## config.mk

```make
export PLATFORM = sky130hd
export DESIGN_NAME = video_mode_ctrl
export DESIGN_NICKNAME = d
export VERILOG_FILES = /design/src/rtl/video_mode_ctrl.sv
export SDC_FILE = /design/constraint.sdc
export NUM_CORES = 1
export LEC_CHECK = 0
export ABC_AREA = 1
export BUFFER_PORTS_ARGS = -buffer_cell sky130_fd_sc_hd__buf_2
export CAP_MARGIN = 20
export CORE_ASPECT_RATIO = 1.2
export CORE_MARGIN = 5
export CORE_UTILIZATION = 40
export DETAILED_ROUTE_END_ITERATION = 8
export GPL_ROUTABILITY_DRIVEN = 1
export GPL_TIMING_DRIVEN = 1
export SETUP_SLACK_MARGIN = 0.4
export SYNTH_ARGS = -nofsm -noshare
export SYNTH_HDL_FRONTEND = slang
export SYNTH_SLANG_ARGS = --single-unit
```

## constraint.sdc

```tcl
create_clock -name clk_x2 -period 4.8 [get_ports clk_x2]
set_input_delay 0.96 -clock clk_x2 [delete_from_list [all_inputs] [get_ports clk_x2]]
set_output_delay 0.96 -clock clk_x2 [all_outputs]
set_load 0.01 [all_outputs]
```

## src/rtl/video_mode_ctrl.sv

```systemverilog
// video_mode_ctrl
//   Measures incoming hsync/vsync timing and decides whether the video path goes through the
//   scandoubler (15 kHz sources) or bypasses it (31 kHz sources). Timing must be consistent
//   over several frames before it counts as locked. Mode changes are applied only at frame
//   start, so the output never switches mid-line.
//
// Parameters
//   HS_THRESH      line period (clk_x2 cycles) at or above which the source counts as 15 kHz
//   TOL            allowed line-period deviation between consecutive frames
//   STABLE_FRAMES  consecutive consistent frames needed for lock (1..15)
//
// Ports
//   clk_x2           single clock, rising edge
//   reset            synchronous, active-high
//   hs_in, vs_in     source syncs, synchronous to clk_x2; falling edges mark line/frame start
//   cfg_scanlines    requested scanline level
//   cfg_force_sd     force scandoubler on
//   cfg_disable_sd   force bypass (wins over cfg_force_sd)
//   sd_enable        1 = scandoubler path, 0 = bypass
//   scanlines_out    scanline level applied to the scandoubler
//   line_period      last measured line period
//   lines_per_frame  last measured line count per frame
//   locked           input timing is stable
//   mode_change      one-cycle pulse after sd_enable changes
module video_mode_ctrl #(
   parameter int unsigned HS_THRESH     = 1536,
   parameter int unsigned TOL           = 4,
   parameter int unsigned STABLE_FRAMES = 3
) (
   input  logic        clk_x2,
   input  logic        reset,
   input  logic        hs_in,
   input  logic        vs_in,
   input  logic [1:0]  cfg_scanlines,
   input  logic        cfg_force_sd,
   input  logic        cfg_disable_sd,
   output logic        sd_enable,
   output logic [1:0]  scanlines_out,
   output logic [11:0] line_period,
   output logic [9:0]  lines_per_frame,
   output logic        locked,
   output logic        mode_change
);

   localparam logic [1:0] StSearch  = 2'd0;
   localparam logic [1:0] StMeasure = 2'd1;
   localparam logic [1:0] StLocked  = 2'd2;

   localparam logic [11:0] HcntMax  = 12'hfff;
   localparam logic [9:0]  LcntMax  = 10'h3ff;
   localparam logic [12:0] TolW     = 13'(TOL);
   localparam logic [12:0] ThreshW  = 13'(HS_THRESH);
   localparam logic [3:0]  StableW  = 4'(STABLE_FRAMES);

   // Edge-detect registers hold the previous pin sample
   logic        hs_q, vs_q;
   logic [11:0] hcnt_q, hcnt_d;
   logic [9:0]  lcnt_q, lcnt_d;
   logic [11:0] line_period_q, line_period_d;
   logic [9:0]  lpf_q, lpf_d;
   logic [11:0] prev_period_q, prev_period_d;
   logic [9:0]  prev_lpf_q, prev_lpf_d;
   logic [1:0]  state_q, state_d;
   logic [3:0]  stable_q, stable_d;
   logic        sd_enable_q, sd_enable_d;
   logic [1:0]  scanlines_q, scanlines_d;
   logic        mode_change_q, mode_change_d;

   logic        hs_fall, vs_fall, hs_timeout;
   logic [11:0] period_new;
   logic [9:0]  lpf_new;
   logic [12:0] period_a, period_b, period_diff;
   logic        frame_consistent;
   logic        target_sd;
   logic        mode_update;
   logic [3:0]  stable_inc;

   assign hs_fall    = hs_q & ~hs_in;
   assign vs_fall    = vs_q & ~vs_in;
   assign hs_timeout = (hcnt_q == HcntMax);

   // Values as they will stand after this cycle; a vs edge that coincides with an hs edge
   // must see the line that just ended.
   assign period_new = hs_fall ? hcnt_q : line_period_q;
   assign lpf_new    = (hs_fall && (lcnt_q != LcntMax)) ? lcnt_q + 10'd1 : lcnt_q;

   // 13-bit magnitude so the subtraction cannot wrap
   assign period_a    = {1'b0, period_new};
   assign period_b    = {1'b0, prev_period_q};
   assign period_diff = (period_a >= period_b) ? period_a - period_b : period_b - period_a;

   assign frame_consistent = (period_diff <= TolW) && (lpf_new == prev_lpf_q);

   assign target_sd = cfg_disable_sd ? 1'b0 :
                      cfg_force_sd   ? 1'b1 :
                      (period_a >= ThreshW);

   assign mode_update = vs_fall && ((state_q == StLocked) || cfg_force_sd || cfg_disable_sd);
   assign stable_inc  = stable_q + 4'd1;

   // Measurement counters
   always_comb begin
      hcnt_d        = hcnt_q;
      lcnt_d        = lcnt_q;
      lpf_d         = lpf_q;
      prev_period_d = prev_period_q;
      prev_lpf_d    = prev_lpf_q;
      line_period_d = period_new;

      if (hs_fall) begin
         hcnt_d = 12'd0;
      end else if (!hs_timeout) begin
         hcnt_d = hcnt_q + 12'd1;
      end

      if (vs_fall) begin
         lcnt_d        = 10'd0;
         lpf_d         = lpf_new;
         prev_period_d = period_new;
         prev_lpf_d    = lpf_new;
      end else begin
         lcnt_d = lpf_new;
      end
   end

   // Lock state machine
   always_comb begin
      state_d  = state_q;
      stable_d = stable_q;

      if (hs_timeout) begin
         state_d  = StSearch;
         stable_d = 4'd0;
      end else if (vs_fall) begin
         case (state_q)
            StSearch: begin
               state_d  = StMeasure;
               stable_d = 4'd0;
            end
            StMeasure: begin
               if (frame_consistent) begin
                  stable_d = stable_inc;
                  if (stable_inc >= StableW) begin
                     state_d = StLocked;
                  end
               end else begin
                  stable_d = 4'd0;
               end
            end
            StLocked: begin
               if (!frame_consistent) begin
                  state_d  = StSearch;
                  stable_d = 4'd0;
               end
            end
            default: begin
               state_d  = StSearch;
               stable_d = 4'd0;
            end
         endcase
      end
   end

   // Mode selection, applied only at frame start
   always_comb begin
      sd_enable_d = sd_enable_q;
      scanlines_d = scanlines_q;
      if (mode_update) begin
         sd_enable_d = target_sd;
         scanlines_d = target_sd ? cfg_scanlines : 2'b00;
      end
      mode_change_d = (sd_enable_d != sd_enable_q);
   end

   always_ff @(posedge clk_x2) begin
      if (reset) begin
         hs_q          <= 1'b1;
         vs_q          <= 1'b1;
         hcnt_q        <= 12'd0;
         lcnt_q        <= 10'd0;
         line_period_q <= 12'd0;
         lpf_q         <= 10'd0;
         prev_period_q <= 12'd0;
         prev_lpf_q    <= 10'd0;
         state_q       <= StSearch;
         stable_q      <= 4'd0;
         sd_enable_q   <= 1'b1;
         scanlines_q   <= 2'b00;
         mode_change_q <= 1'b0;
      end else begin
         hs_q          <= hs_in;
         vs_q          <= vs_in;
         hcnt_q        <= hcnt_d;
         lcnt_q        <= lcnt_d;
         line_period_q <= line_period_d;
         lpf_q         <= lpf_d;
         prev_period_q <= prev_period_d;
         prev_lpf_q    <= prev_lpf_d;
         state_q       <= state_d;
         stable_q      <= stable_d;
         sd_enable_q   <= sd_enable_d;
         scanlines_q   <= scanlines_d;
         mode_change_q <= mode_change_d;
      end
   end

   assign sd_enable       = sd_enable_q;
   assign scanlines_out   = scanlines_q;
   assign line_period     = line_period_q;
   assign lines_per_frame = lpf_q;
   assign locked          = (state_q == StLocked);
   assign mode_change     = mode_change_q;

endmodule

```

Yosys cells after proc, flatten, opt, wreduce, memory -nomap -nowiden:

Index checks and enable logic that the tools add are counted.

* bits in registers: 68
* bits of input ports: 8
* word-level logic and storage cells: 59

* $add $sub $neg: 5
* $lt $le $gt $ge: 4
* eq/ne operators: 9
* mux-type cells: 14
* bitwise operators: 4
* reductions and logical operators: 11

Operators by type and width (count)
* subtractor 12 x 12 -> 13 bit: 2
* <= comparator 13 x 3 -> 1 bit (second input constant): 1
* 2-to-1 mux 13 bit: 1
* adder 12 x 1 -> 12 bit (second input constant): 1
* == test 12 bit (second input constant): 1
* >= comparator 12 x 11 -> 1 bit (second input constant): 1
* >= comparator 12 bit: 1
* 2-to-1 mux 12 bit: 1
* adder 10 x 1 -> 10 bit (second input constant): 1
* == test 10 bit: 1
* 2-to-1 mux 10 bit: 1
* != test 10 bit (second input constant): 1
* 2-to-1 mux 2 bit: 4
* 2-to-1 mux 4 bit: 2
* one-hot mux 4 bit (2 select lines): 1
* != test 2 bit (second input constant): 3
* one-hot mux 2 bit (3 select lines): 1
* OR reduction 2 bit: 3
* adder 4 x 1 -> 4 bit (second input constant): 1
* >= comparator 4 x 2 -> 1 bit (second input constant): 1
* AND reduction 4 bit: 1
* logical AND 1 bit: 3
* 2-to-1 mux 1 bit: 3
* bitwise AND 1 bit: 2
* 7 further kinds: 9

Longest topological paths before layout:

Gate-level depths: netlist of the first run.

* word-level depth: 9
* mapped depth: 28
* gate-level depth less buffers: 28

Worst setup path before layout of the first run:

No wires, ideal clock.

* kind: input to register
* start: input port hs_in
* end: register stable_q[0]
* setup time: 0.113 ns
* arrival: 3.673 ns
* required time: 4.687 ns
* setup slack: 1.015 ns
* cell stages on the path: 26
* cell sequence: inv_2 nand2_1 buf_2 clkbuf_1 o21ai_0 inv_1 ha_1 nand2_4 inv_2 a21oi_2 nand2_2 nand2_2 nand2_4 buf_12 nand2_2 nand2_1 nand2_1 nand2_1 nor2_1 nand3_1 nor2_2 nand3_2 nand2_4 inv_4 nor2_1 nor2_1

* longest elaborated chain between the ends: 9
* elaborated cells between the ends (all ways): 16

Ends and longest elaborated chain
* start, declared: RTL line 32 `input logic hs_in,`
* inverter 1 bit (*): RTL line 78 `assign hs_fall = hs_q & ~hs_in;`
* bitwise AND 1 bit (*): RTL line 78
* 2-to-1 mux 12 bit: RTL line 84 `assign period_new = hs_fall ? hcnt_q : line_period_q;`
* subtractor 12 x 12 -> 13 bit / >= comparator 12 bit (equally long branches): RTL line 90 `assign period_diff = (period_a >= period_b) ? period_a - period_b : period_b - period_a;`
* 2-to-1 mux 13 bit: RTL line 90
* <= comparator 13 x 3 -> 1 bit: RTL line 92 `assign frame_consistent = (period_diff <= TolW) && (lpf_new == prev_lpf_q);`
* logical AND 1 bit (*): RTL line 92
* 2-to-1 mux 4 bit / != test 2 bit (equally long branches)
* one-hot mux 4 bit (2 select lines) / AND reduction 2 bit (equally long branches)
* end signal, assigned: RTL line 200 `stable_q <= stable_d;`
* end, declared: RTL line 64 `logic [3:0] stable_q, stable_d;`

Every way passes the cells marked *; elsewhere a longest branch is shown, timed or not.
A chain may end at the register's enable or synchronous reset.

Worst setup path in the final report of the first run:

Same ends and word-level chain as after synthesis.

==> impl_metrics.xml, run 1 <==
<?xml version="1.0" encoding="UTF-8"?>
<metrics>
  <group name="outcome">
    <metric name="run_status" unit="">completed</metric>
  </group>
  <group name="finish">
    <metric name="layout-drive-gt1-share" unit="">0.1390</metric>
    <metric name="final_nets" unit="">798</metric>
    <metric name="num_antenna_cells" unit="">0</metric>
    <metric name="design_area" unit="mm2">0.005269</metric>
    <metric name="area_growth_synth_to_finish" unit="%">14.18</metric>
  </group>
  <group name="worst_setup_path">
    <metric name="cp_data_arrival_time" unit="ns">4.28</metric>
    <metric name="cp_endpoint_kind" unit="">register</metric>
    <metric name="crit_path_start_kind" unit="">input pin</metric>
    <metric name="critical_path.n_buffers_inverters" unit="">6</metric>
    <metric name="worst_path_most_repeated_cell" unit="">nand2_1</metric>
    <metric name="crit_path_max_incr_delay" unit="ns">0.42</metric>
    <metric name="critPathTopFamily" unit="">simple AND/OR/NAND/NOR gates</metric>
    <metric name="critPathMaxFanout" unit="">12</metric>
    <metric name="crit_required" unit="ns">5.08</metric>
    <metric name="slowest_stage" unit="">ha_1</metric>
    <metric name="critical_path_type" unit="">in -&gt; reg</metric>
  </group>
  <group name="sta">
    <metric name="slew_violations" unit="">0</metric>
    <metric name="setup_viol" unit="">0</metric>
    <metric name="worst_slew_pin_slew" unit="ns">0.5728</metric>
    <metric name="hold_violations_final" unit="">0</metric>
    <metric name="rsz_0062_raised_after_global_routing" unit="">no</metric>
    <metric name="timing.final.crit_period" unit="ns">4.001</metric>
    <metric name="setup_tns" unit="ns">0</metric>
    <metric name="final_min_period_over_clock_period" unit="">0.8335</metric>
    <metric name="fin_worst_skew" unit="ns">0.006121</metric>
    <metric name="fmax" unit="MHz">250.0</metric>
    <metric name="worst_slew_margin_rel" unit="">0.6177</metric>
  </group>
  <group name="cts">
    <metric name="clkSlewWorstSetupHoldPaths" unit="ns">0.06</metric>
    <metric name="cts_num_sinks" unit="">68</metric>
    <metric name="clkLatencyLatePin" unit="ns">0.34</metric>
    <metric name="cts_setup_buffers" unit="">0</metric>
    <metric name="cts_max_level" unit="">3</metric>
    <metric name="number_of_instances_resized_during_post_cts_repair" unit="">0</metric>
    <metric name="cts_buffers" unit="">9</metric>
    <metric name="cts.hold.buffers_added" unit="">0</metric>
    <metric name="clockRootBuffer" unit="">clkbuf_16</metric>
    <metric name="cts_tree" unit="">yes</metric>
    <metric name="max-clock-path-buffers" unit="">2</metric>
  </group>
  <group name="global_route">
    <metric name="grt.total_usage" unit="">0.1785</metric>
    <metric name="grt_pass1_vias" unit="">4131</metric>
    <metric name="grt-ovfl-total" unit="">0</metric>
    <metric name="initial_antenna_violation_count" unit="">0</metric>
    <metric name="grt_start_max_net_pins" unit="">32</metric>
    <metric name="grt_first_pass_wirelength" unit="um">19600</metric>
  </group>
  <group name="yosys">
    <metric name="seq_area_frac_synth" unit="">0.2950</metric>
    <metric name="synth_seq_cells" unit="">68</metric>
    <metric name="synth.cell_area" unit="mm2">0.004614</metric>
    <metric name="synth_cell_type_count" unit="">38</metric>
    <metric name="avgSynthCellArea" unit="um2">6.347</metric>
    <metric name="synthFlopType" unit="">dfxtp_1</metric>
    <metric name="synth-edff-count" unit="">0</metric>
    <metric name="synthCells" unit="">727</metric>
    <metric name="net_count_synth" unit="">760</metric>
    <metric name="share_of_synthesized_flip_flops_with_an_asynchronous_set_or_reset" unit="">0</metric>
    <metric name="ys.warnings.count" unit="">0</metric>
  </group>
  <group name="floorplanning">
    <metric name="ioPinCount" unit="">35</metric>
    <metric name="die_width" unit="um">108.0</metric>
    <metric name="placement_rows" unit="">43</metric>
    <metric name="die_y" unit="um">127.7</metric>
    <metric name="core_area" unit="mm2">0.01146</metric>
    <metric name="dieArea" unit="mm2">0.01379</metric>
    <metric name="initial_utilization" unit="">0.4027</metric>
  </group>
  <group name="power">
    <metric name="cellPowerDensity" unit="mW/mm2">301.7</metric>
    <metric name="cellLeakagePower" unit="nW">2.698</metric>
    <metric name="vdd_ir_drop_max" unit="uV">169.6</metric>
  </group>
  <group name="drt">
    <metric name="drt-total-wl" unit="um">11800</metric>
    <metric name="final_antenna_net_count" unit="">0</metric>
    <metric name="dr.first_iter.drc_count" unit="">258</metric>
    <metric name="via_per_inst" unit="">4.837</metric>
    <metric name="vias" unit="">4484</metric>
    <metric name="drt_first_pass_iters" unit="">5</metric>
    <metric name="drc" unit="">0</metric>
    <metric name="avgRoutedWirePerCell" unit="um">12.73</metric>
  </group>
  <group name="placed_design">
    <metric name="post_dp_cell_area" unit="mm2">0.004940</metric>
    <metric name="routabilityCongestion" unit="">1.012</metric>
    <metric name="dp.final_hpwl" unit="um">9493</metric>
    <metric name="buffer_ports.inserted" unit="">34</metric>
  </group>
  <group name="flow_run">
    <metric name="cap_viol_max_count" unit="">0</metric>
  </group>
  <group name="worst_hold_path">
    <metric name="holdCritPathClass" unit="">reg -&gt; reg</metric>
  </group>
</metrics>
-- cells in the final DEF (no fill, tap or decap), types with 7 or more instances in the layout --
master	instances
nand2_2	14
nor3_1	13
ha_1	25
dfxtp_1	68
clkbuf_16	9
xor2_1	16
nand3_2	7
o22ai_1	12
a21oi_1	29
inv_1	119
nand3_1	51
nand2_1	218
nor2_1	61
buf_2	34
o21ai_0	31
-- power by group --
part / internal [mW] / switching [mW] / leakage (nW)
Sequential: 0.581 / 0.0126 / 0.552
Combinational: 0.107 / 0.214 / 2.00
Clock: 0.408 / 0.267 / 0.144
-- worst paths after layout --
kind | from | depth (start not counted) | slack [ns] | endpoint
worst min-delay path | hcnt_q[4] | 2 | 0.46 | hcnt_q[4]
worst max-delay path | hs_in | 28 | 0.80 | stable_q[0]
worst max register to register | hs_q | 26 | 1.21 | stable_q[0]
worst min register to register | hcnt_q[4] | 2 | 0.46 | hcnt_q[4]
-- per-layer routing --
metal	up-vias	track usage	wire length (um)
met2	82	0.2921	5507
li1	2358	-	-
met1	2026	0.2366	5634
met4	0	0.06835	287
met3	18	0.02720	374
met5	-	0	0
-- cells by family after synthesis --
group | count (synthesis) | share of synthesized area
buffers and inverters | 138 | 0.1179
XOR/XNOR | 18 | 0.03416
flip-flops | 68 | 0.2950
AND/OR/NAND/NOR | 390 | 0.3766
AO/OA/AOI/OAI | 88 | 0.1085
adder cells (fa/ha/maj) | 25 | 0.06779
-- Yosys cell counts, types with 7 or more instances --
library cell,count,share of area
nor3_1,13,0.014
a21oi_1,29,0.031
o22ai_1,12,0.016
xor2_1,16,0.030
o21ai_0,33,0.036
nor2_1,61,0.050
dfxtp_1,68,0.30
nand3_2,7,0.015
ha_1,25,0.068
nand3_1,51,0.055
nand2_2,14,0.019
nand2_1,218,0.18
inv_1,119,0.097
-- registers in the layout (all words and copies together) (netlist names), 2 cells and up --
signal / flops
prev_lpf_q: 10
prev_period_q: 12
state_q: 2
scanlines_out: 2
stable_q: 4
lcnt_q: 10
line_period: 12
hcnt_q: 12
-- worst reg2reg max path, delay by kind of cell (launching register included) --
family	cells	cell delay, ns
and+or+nand+nor	20	2.33
adders and majority gates	1	0.42
DFF	1	0.33
buffers and inverters	4	0.33
AOI/OAI and AO/OA	1	0.15
-- per-stage QoR --
stage	std cells	power [mW]	setup WS, ns	util	hold WS, ns
floorplan	727	0.8508	1.015	-	0.4385
global placement	910	0.9175	0.4537	0.4311	0.4501
detailed placement	910	0.9213	0.3930	0.4311	0.4547
CTS	926	1.603	0.7404	0.4574	0.4635
global route	927	1.680	0.4416	0.4598	0.4743
finish	927	1.590	0.7992	0.4598	0.4626
-- area by class of cell --
cell class,instances,area [um2]
Clock buffer,10,229.0
Clock inverter,6,72.57
Fill cell,1216,6191
Inverter,128,488.0
Multi-Input combinational cell,521,2709
Sequential cell,68,1361
Tap cell,157,196.4
Timing Repair Buffer,37,212.7
No activity file was read; power rests on OpenSTA's default activity.
==> run 2: changes to the inputs <==
Clock period 4.8 ns to 3.3 ns, I/O delays scaled along.
==> run 2 against run 1 <==
Against the previous run:
- cell area is 23% higher
- critical endpoint unchanged
- flip-flop and latch count is the same
- register-to-register slack lost 0.96 ns
==> impl_metrics.xml, run 2 (synthesis results as in run 1) <==
<?xml version="1.0" encoding="UTF-8"?>
<metrics>
  <group name="sta">
    <metric name="fmax" unit="MHz">322.1</metric>
    <metric name="setup_viol" unit="">0</metric>
    <metric name="final_min_period_over_clock_period" unit="">0.9409</metric>
    <metric name="worst_slew_margin_rel" unit="">0.5237</metric>
    <metric name="timing.final.crit_period" unit="ns">3.105</metric>
    <metric name="worst_slew_pin_slew" unit="ns">0.7084</metric>
    <metric name="hold_slack" unit="ns">0.4666</metric>
    <metric name="fin_worst_skew" unit="ns">0.008545</metric>
    <metric name="setup_tns" unit="ns">0</metric>
    <metric name="slew_violations" unit="">0</metric>
    <metric name="rsz_0062_raised_after_global_routing" unit="">yes</metric>
    <metric name="hold_violations_final" unit="">0</metric>
    <metric name="setup_ws" unit="ns">0.1951</metric>
  </group>
  <group name="drt">
    <metric name="final_antenna_net_count" unit="">0</metric>
    <metric name="drt_first_pass_iters" unit="">5</metric>
    <metric name="drc" unit="">0</metric>
    <metric name="drt-total-wl" unit="um">13770</metric>
    <metric name="via_per_inst" unit="">4.911</metric>
    <metric name="vias" unit="">5029</metric>
    <metric name="avgRoutedWirePerCell" unit="um">13.45</metric>
    <metric name="dr.first_iter.drc_count" unit="">262</metric>
  </group>
  <group name="outcome">
    <metric name="run_status" unit="">completed</metric>
  </group>
  <group name="global_route">
    <metric name="grt_pass1_vias" unit="">5040</metric>
    <metric name="grt_first_pass_wirelength" unit="um">22830</metric>
    <metric name="grt_start_max_net_pins" unit="">32</metric>
    <metric name="initial_antenna_violation_count" unit="">0</metric>
    <metric name="grt-ovfl-total" unit="">0</metric>
    <metric name="grt.total_usage" unit="">0.2059</metric>
  </group>
  <group name="placed_design">
    <metric name="dp.final_hpwl" unit="um">10380</metric>
    <metric name="post-place-cells" unit="">993</metric>
    <metric name="post_dp_cell_area" unit="mm2">0.005645</metric>
    <metric name="pre_cts_ws" unit="ns">-0.3908</metric>
    <metric name="routabilityCongestion" unit="">1.014</metric>
    <metric name="buffer_ports.inserted" unit="">34</metric>
  </group>
  <group name="worst_setup_path">
    <metric name="critical_path.n_buffers_inverters" unit="">5</metric>
    <metric name="cp_data_arrival_time" unit="ns">3.37</metric>
    <metric name="slowest_stage" unit="">ha_4</metric>
    <metric name="crit_path_max_incr_delay" unit="ns">0.29</metric>
    <metric name="critPathTopFamily" unit="">simple AND/OR/NAND/NOR gates</metric>
    <metric name="cp_endpoint_kind" unit="">register</metric>
    <metric name="critPathMaxFanout" unit="">7</metric>
    <metric name="crit_path_start_kind" unit="">input pin</metric>
    <metric name="critical_path_type" unit="">in -&gt; reg</metric>
    <metric name="crit_required" unit="ns">3.56</metric>
  </group>
  <group name="cts">
    <metric name="cts_tree" unit="">yes</metric>
    <metric name="clockRootBuffer" unit="">clkbuf_16</metric>
    <metric name="clkLatencyLatePin" unit="ns">0.33</metric>
    <metric name="cts_buffers" unit="">9</metric>
    <metric name="clkSlewWorstSetupHoldPaths" unit="ns">0.06</metric>
    <metric name="cts.hold.buffers_added" unit="">0</metric>
    <metric name="cts_max_level" unit="">3</metric>
    <metric name="max-clock-path-buffers" unit="">2</metric>
    <metric name="cts_num_sinks" unit="">68</metric>
  </group>
  <group name="floorplanning">
    <metric name="die_y" unit="um">127.7</metric>
    <metric name="die_width" unit="um">108.0</metric>
    <metric name="dieArea" unit="mm2">0.01379</metric>
    <metric name="placement_rows" unit="">43</metric>
    <metric name="initial_utilization" unit="">0.4027</metric>
    <metric name="ioPinCount" unit="">35</metric>
    <metric name="core_area" unit="mm2">0.01146</metric>
  </group>
  <group name="finish">
    <metric name="combined_area_of_the_multi_input_logic_cells" unit="mm2">0.003148</metric>
    <metric name="design_area" unit="mm2">0.006484</metric>
    <metric name="layout-drive-gt1-share" unit="">0.3114</metric>
    <metric name="final_core_utilization" unit="">0.5658</metric>
    <metric name="highest_count_cells_in_the_layout_ignoring_fill_and_taps" unit="">nand2_1 (192), inv_1 (117), buf_4 (95)</metric>
    <metric name="final_nets" unit="">895</metric>
    <metric name="num_antenna_cells" unit="">0</metric>
    <metric name="final-instance-count-excl-fill" unit="">1024</metric>
    <metric name="area_growth_synth_to_finish" unit="%">40.51</metric>
    <metric name="final.fill_count" unit="">1084</metric>
    <metric name="sequential_cell_area_in_the_final_layout" unit="mm2">0.001365</metric>
    <metric name="layout_commonest_cell" unit="">nand2_1</metric>
  </group>
  <group name="power">
    <metric name="cellPowerDensity" unit="mW/mm2">393.1</metric>
    <metric name="cellLeakagePower" unit="nW">3.256</metric>
    <metric name="vdd_ir_drop_max" unit="uV">282.4</metric>
    <metric name="total_power" unit="mW">2.548</metric>
  </group>
  <group name="flow_run">
    <metric name="cap_viol_max_count" unit="">0</metric>
  </group>
  <group name="worst_hold_path">
    <metric name="holdCritPathClass" unit="">reg -&gt; reg</metric>
  </group>
</metrics>
## run 2: final timing paths
path,startpoint,to,slack [ns],depth (start not counted)
worst max register to register,hs_q,stable_q[0],0.25,24
worst max-delay path,hs_in,stable_q[0],0.20,26
worst min register to register,scanlines_out[0],scanlines_out[0],0.47,2
worst min-delay path,scanlines_out[0],scanlines_out[0],0.47,2
## run 2: area by class of cell
cell class	instances	share of cell area
timing repair buffer	133	0.1469
tap	157	0.03030
clock inverter	4	0.01139
clock buffer	12	0.03647
sequential	68	0.2105
inverter	128	0.07893
multi-input combinational	522	0.4855
## run 2: where the power goes
group / switching, mW / internal [mW]
logic: 0.379 / 0.278
registers: 0.0201 / 0.845
clock network: 0.364 / 0.663
total: 0.763 / 1.79
## run 2: timing repair
item | in CTS | in global routing
setup endpoints to repair | 6 | 6
buffers inserted | 9 | 5
pin swaps | 25 | 35
resized for setup | 52 | 53
cloned | 1 | 0
## run 2: per-layer routing
layer | routed length [um] | track usage
met5 | 0 | 0
met4 | 522 | 0.09361
met2 | 6844 | 0.3649
met1 | 5762 | 0.2364
met3 | 643 | 0.04131
## run 2: tightest hold or removal path, cell delays in order, from the launching register on
cell     delay (ns)
dfxtp_1        0.31
nand2_1        0.06
a21oi_1        0.05
